## src/rtl/ahb_uart_tx_arbiter.sv

```systemverilog
// ahb_uart_tx_arbiter
// Two byte requesters share one AHB master that feeds a memory-mapped UART.
// After reset the UART control register is written once. After that each
// accepted byte waits in a hold register while the master polls STATUS until
// the tx FIFO has room, then writes the byte to TXDATA. A request is granted
// only in IDLE. When both requesters are valid, a round-robin pointer picks one.
// Ports:
//   HCLK, HRESET               clock, async active-high reset
//   HADDR/HTRANS/HWRITE/HSIZE  AHB address phase (NONSEQ or IDLE only)
//   HWDATA, HRDATA, HREADY     AHB data phase
//   reqN_valid/data/ready      byte requesters 0 and 1 (ready = accepted)
//   busy                       FSM is not in IDLE
//   tx_stall                   sticky flag: tx FIFO seen full POLL_MAX polls in a row
module ahb_uart_tx_arbiter #(
  parameter logic [31:0] BASE_ADDR = 32'h5100_0000,
  parameter logic [7:0]  CTRL_INIT = 8'h0C,
  parameter int unsigned POLL_MAX  = 16
) (
  input  logic        HCLK,
  input  logic        HRESET,
  output logic [31:0] HADDR,
  output logic [1:0]  HTRANS,
  output logic        HWRITE,
  output logic [2:0]  HSIZE,
  output logic [31:0] HWDATA,
  input  logic [31:0] HRDATA,
  input  logic        HREADY,
  input  logic        req0_valid,
  input  logic [7:0]  req0_data,
  output logic        req0_ready,
  input  logic        req1_valid,
  input  logic [7:0]  req1_data,
  output logic        req1_ready,
  output logic        busy,
  output logic        tx_stall
);
  localparam int unsigned   CW      = $clog2(POLL_MAX + 1);
  localparam logic [CW-1:0] CNT_MAX = CW'(POLL_MAX);
  localparam logic [1:0]    NONSEQ  = 2'b10;

  typedef enum logic [2:0] {
    INIT_A, INIT_D, IDLE, STAT_A, STAT_D, CHECK, WR_A, WR_D
  } state_e;

  state_e        state_q, state_d;
  logic          rr_q, rr_d;         // 0: requester 0 wins a tie
  logic          served_q, served_d; // requester whose byte is in flight
  logic          full_q, full_d;     // STATUS bit0 from the last poll
  logic          stall_q, stall_d;
  logic [7:0]    hold_q, hold_d;
  logic [CW-1:0] cnt_q, cnt_d;
  logic [31:0]   haddr_q, hwdata_q;  // last driven values, held outside phases
  logic          grant0, grant1;
  logic          unused_hrdata;

  assign unused_hrdata = ^HRDATA[31:1];

  // state_q is INIT_A while reset is held, so no grant can occur then.
  assign grant0 = (state_q == IDLE) && req0_valid && (!req1_valid || !rr_q);
  assign grant1 = (state_q == IDLE) && req1_valid && (!req0_valid ||  rr_q);

  always_ff @(posedge HCLK or posedge HRESET) begin
    if (HRESET) begin
      state_q  <= INIT_A;
      rr_q     <= 1'b0;
      served_q <= 1'b0;
      full_q   <= 1'b0;
      stall_q  <= 1'b0;
      hold_q   <= '0;
      cnt_q    <= '0;
      haddr_q  <= '0;
      hwdata_q <= '0;
    end else begin
      state_q  <= state_d;
      rr_q     <= rr_d;
      served_q <= served_d;
      full_q   <= full_d;
      stall_q  <= stall_d;
      hold_q   <= hold_d;
      cnt_q    <= cnt_d;
      haddr_q  <= HADDR;
      hwdata_q <= HWDATA;
    end
  end

  always_comb begin
    state_d  = state_q;
    rr_d     = rr_q;
    served_d = served_q;
    full_d   = full_q;
    stall_d  = stall_q;
    hold_d   = hold_q;
    cnt_d    = cnt_q;
    case (state_q)
      INIT_A: if (HREADY) state_d = INIT_D;
      INIT_D: if (HREADY) state_d = IDLE;
      IDLE: begin
        if (grant0 || grant1) begin
          hold_d   = grant1 ? req1_data : req0_data;
          served_d = grant1;
          state_d  = STAT_A;
        end
      end
      STAT_A: if (HREADY) state_d = STAT_D;
      STAT_D: begin
        if (HREADY) begin
          full_d  = HRDATA[0];
          state_d = CHECK;
        end
      end
      CHECK: begin
        if (!full_q) begin
          cnt_d   = '0;
          state_d = WR_A;
        end else begin
          if (cnt_q != CNT_MAX) cnt_d = cnt_q + 1'b1;
          if (cnt_d == CNT_MAX) stall_d = 1'b1;
          state_d = STAT_A;
        end
      end
      WR_A: if (HREADY) state_d = WR_D;
      WR_D: begin
        if (HREADY) begin
          rr_d    = !served_q;
          stall_d = 1'b0;
          state_d = IDLE;
        end
      end
      default: state_d = INIT_A;
    endcase
  end

  // Bus outputs are decoded from the state. Reset gating keeps the INIT_A
  // address phase off the bus while HRESET is high.
  always_comb begin
    HTRANS = 2'b00;
    HWRITE = 1'b0;
    HSIZE  = 3'b010;
    HADDR  = haddr_q;
    HWDATA = hwdata_q;
    if (!HRESET) begin
      case (state_q)
        INIT_A: begin
          HTRANS = NONSEQ;
          HWRITE = 1'b1;
          HADDR  = BASE_ADDR + 32'hC;
        end
        INIT_D: HWDATA = {24'b0, CTRL_INIT};
        STAT_A: begin
          HTRANS = NONSEQ;
          HADDR  = BASE_ADDR + 32'h8;
        end
        WR_A: begin
          HTRANS = NONSEQ;
          HWRITE = 1'b1;
          HADDR  = BASE_ADDR + 32'h4;
        end
        WR_D:    HWDATA = {24'b0, hold_q};
        default: ;
      endcase
    end
  end

  assign req0_ready = grant0;
  assign req1_ready = grant1;
  assign busy       = !HRESET && (state_q != IDLE);
  assign tx_stall   = stall_q;

endmodule

```

## config.mk

```make
export PLATFORM = sky130hd
export DESIGN_NAME = ahb_uart_tx_arbiter
export DESIGN_NICKNAME = d
export VERILOG_FILES = /design/src/rtl/ahb_uart_tx_arbiter.sv
export SDC_FILE = /design/constraint.sdc
export NUM_CORES = 1
export LEC_CHECK = 0
export ABC_AREA = 1
export CAP_MARGIN = 20
export CORE_ASPECT_RATIO = 1.75
export CORE_MARGIN = 2
export CORE_UTILIZATION = 28
export CTS_CLUSTER_SIZE = 24
export DETAILED_ROUTE_END_ITERATION = 8
export PLACE_DENSITY_LB_ADDON = 0.05
export SLEW_MARGIN = 30
export SYNTH_ARGS = -nofsm -noshare
export SYNTH_HDL_FRONTEND = slang
export SYNTH_SLANG_ARGS = --single-unit
export TNS_END_PERCENT = 50
```

## constraint.sdc

```tcl
create_clock -name HCLK -period 3.1 [get_ports HCLK]
set_clock_uncertainty 0.2 [all_clocks]
set_input_delay 0.31 -clock HCLK [delete_from_list [all_inputs] [get_ports HCLK]]
set_output_delay 0.31 -clock HCLK [all_outputs]
set_load 0.005 [all_outputs]
```

==> out/results.tsv <==
stage	metric	value	unit
clock_tree	cts_buffers	9	
final_layout	synthToLayoutAreaGrowth	39.2	%
placement	place_inst	583	
power	clockPowerShare	31.2	%
clock_tree	cts.sinks	84	
detailed_routing	drt-pass1-iter-count	4	
worst_setup_path	crit_path_end_kind	primary output	
hold_path	hold_depth	1	
synthesis	synth-adder-area-share	0.738	%
power	leakage	2.16	nW
power	power.switching	1.18	mW
clock_tree	cts_tree	yes	
hold_path	min_path_type	flip-flop to flip-flop	
timing	min_period	2.87	ns
timing	rsz0062_at_grt	no	
detailed_routing	num_vias	2496	
synthesis	synth_edf_count	0	
final_layout	drive_above_1_share	8.23	%
floorplan	core-area	0.0119	mm^2
detailed_routing	viasPerCell	4.17	
timing	whs	0.253	ns
timing	setup_tns	0	ns
detailed_routing	first_iter_violations	76	
final_layout	final_cells	599	
worst_setup_path	rrSetupSlack	1.19	ns
synthesis	synth_compound_area_share	7.20	%
detailed_routing	remaining_drc_errors	0	
power	vdd_drop_max	0.364	mV
synthesis	yosysWarnings	0	
synthesis	netlist_instances	361	
grt	grt_pass1_wl	12800	um
synthesis	synth-async-reset-ratio	100	%
power	combinationalPowerShare	29.3	%
hold_path	min_to	haddr_q[24]	
worst_setup_path	cp_slowest_cell	clkdlybuf4s50_1	
worst_setup_path	regToRegStartpoint	state_q[2]	
placement	routabilityCongestion	0.752	
grt	groute.usage.overall	12.7	%
final_layout	layout.nets	512	
job	maxCapViolations	0	
grt	grt_start_max_net_pins	46	
worst_setup_path	arrival	2.36	ns
timing	max_freq	348	MHz
worst_setup_path	r2r_cells	7	
grt	overflow	0	
power	p_seq_share	39.5	%
synthesis	ys_seq_elements	84	
detailed_routing	wl_per_cell	13.1	um
clock_tree	cts_root_buf	clkbuf_16	
placement	port_buffers	91	
synthesis	yosys.area.top_type	dfrtp_1	
detailed_routing	ant_nets	0	
placement	dp_hpwl	5590	um
power	swShare	33.1	%
clock_tree	clock_latency	0.33	ns
timing	final_hold_viol_count	0	
synthesis	syn_area	0.00339	mm^2
power	p_int	2.38	mW
power	power.density	754	mW/mm^2
synthesis	synth-seq-area-share	62.0	%
floorplan	initial_core_util	28.4	%
timing	tightestPinTransition	0.586	ns
worst_setup_path	path_class	flip-flop to primary output	
synthesis	yosys.area_share.simple	17.1	%
timing	fin_crit_sh	92.6	%
timing	setup-violations-final	0	
clock_tree	cts_hold_buf	0	
worst_setup_path	cp.required	2.59	ns
clock_tree	clk_pin_slew_worst_paths	0.07	ns
synthesis	synth.most_common_cell	dfrtp_1	
floorplan	fp.dieH	150	um
worst_setup_path	crit_fanout	31	
synthesis	synthMuxAreaShare	0	%
synthesis	ys_types	29	
clock_tree	cts.path.max_buffers	2	
synthesis	synthTopCellsByCount	84 x dfrtp_1, 76 x inv_1, 67 x nor2_1	
floorplan	ioPinCount	127	
synthesis	netlist.area_leader.share	62.0	%
detailed_routing	routed_wl	7850	um
grt	first_global_vias	2518	
synthesis	synth_flop_cell	dfrtp_1	
synthesis	synth_top_family_by_area	simple AND/OR/NAND/NOR gates	
timing	drv_slew	0	
worst_setup_path	r2r_end	hold_q[1]	
clock_tree	h-tree-depth	3	
worst_setup_path	start_kind	flip-flop	
final_layout	n_antenna_cell	0	
floorplan	std_cell_rows	53	
worst_setup_path	slowest_delay	0.51	ns
synthesis	synth_xor_xnor_area_share	0.258	%
synthesis	avgSynthCellArea	9.39	um^2
grt	antenna_found_initial	0	
hold_path	worstHoldStart	haddr_q[24]	
worst_setup_path	path_cells	nor2_2, inv_1, nor2_1, inv_1, a21oi_2, a21oi_2, inv_4, or2_1, clkdlybuf4s50_1	
floorplan	dieArea	0.0130	mm^2
synthesis	synth_top_cells_by_area	dfrtp_1 62%, inv_1 8.4%, nor2_1 7.4%, nand2_1 5.4%, o21ai_0 2.2%	
timing	slew_headroom	60.9	%
outcome	status	completed	
floorplan	fp.dieW	87.2	um
==> worst max-delay path by stage <==
stage,start,to,slack [ns],cells after the start
4_1_cts,state_q[1],HADDR[24],0.03,9
3_3_place_gp,HRESET,HWDATA[20],0.23,7
3_5_place_dp,HRESET,HWDATA[20],0.20,7
6_report,state_q[1],HADDR[28],0.23,9
2_1_floorplan,HRESET,HWDATA[11],0.22,5
5_1_grt,state_q[2],HWDATA[20],0.02,8
==> layer usage <==
metal	GRT usage, %	wire [um]	part of all wire, %
met5	0	0	0
met2	23.1	4340	55
met3	2.98	231	2.9
met1	14.0	3170	40
met4	4.62	99	1.3
==> timing repair <==
item	4_1_cts	5_1_grt
resized for setup	0	2
buffers inserted	0	0
hold endpoints to repair	0	0
setup endpoints to repair	0	31
==> area by class of cell <==
cell class                      instances  area [um^2]
Clock buffer                           10          239
Clock inverter                          6         72.6
Fill cell                            1233         7220
Inverter                               81          313
Multi-Input combinational cell        185          871
Sequential cell                        84         2100
Tap cell                              137          171
Timing Repair Buffer                   96          948
==> power by group through the flow <==
stage	Clock, mW	Sequential [mW]	Combinational (mW)
after floorplan	0	1.38	0.703
after global placement	0	1.42	1.05
after detailed placement	0	1.43	1.06
after CTS	1.14	1.41	1.07
after global routing	1.20	1.43	1.19
final	1.11	1.41	1.04
==> cells in the final DEF, fill, tap and decap left out <==
master	instances
a21oi_1	9
a21oi_2	3
a221oi_1	1
a22oi_1	8
a31oi_1	2
buf_4	5
bufinv_16	1
clkbuf_16	9
clkbuf_8	1
clkdlybuf4s50_1	91
clkinv_4	1
clkinvlp_4	4
conb_1	4
dfrtp_1	84
ha_1	2
inv_1	75
inv_2	3
inv_4	2
inv_8	1
nand2_1	49
nand2_2	2
nand3_1	11
nand3_2	1
nand4_1	1
nor2_1	67
nor2_2	2
nor2_4	1
nor3_4	1
o21ai_0	15
o31ai_1	1
o32ai_1	1
or2_1	2
or2_2	1
xor2_1	1
==> cells by family after synthesis <==
kind of cell	after synthesis
simple gates	138
buf+inv	94
other cells	2
xor+xnor	1
flops	84
compound gates	40
fa+ha+maj	2
==> critical path: cells and delay by family (launching register included) <==
kind / cells / cell delay [ns]
AO/OA/AOI/OAI: 2 / 0.26
flip-flops: 1 / 0.47
AND/OR/NAND/NOR: 3 / 0.41
buffers and inverters: 4 / 0.88
==> flip-flops by register name (all words and copies together) (netlist names) <==
signal / cells
hwdata_q: 32
full_q: 1
hold_q: 8
rr_q: 1
haddr_q: 32
tx_stall: 1
served_q: 1
state_q: 3
cnt_q: 5
==> through the flow <==
step / power, mW / utilization [%] / cell area (um^2) / setup slack (ns)
CTS: 3.62 / 39.5 / 4710 / 0.0343
global route: 3.82 / 39.5 / 4720 / 0.0245
finish: 3.56 / 39.5 / 4720 / 0.230
detailed placement: 2.49 / 36.9 / 4400 / 0.195
global placement: 2.48 / 36.9 / 4400 / 0.227
floorplan: 2.08 / - / 3400 / 0.224
Note: power is estimated with default switching activity, not from simulation.
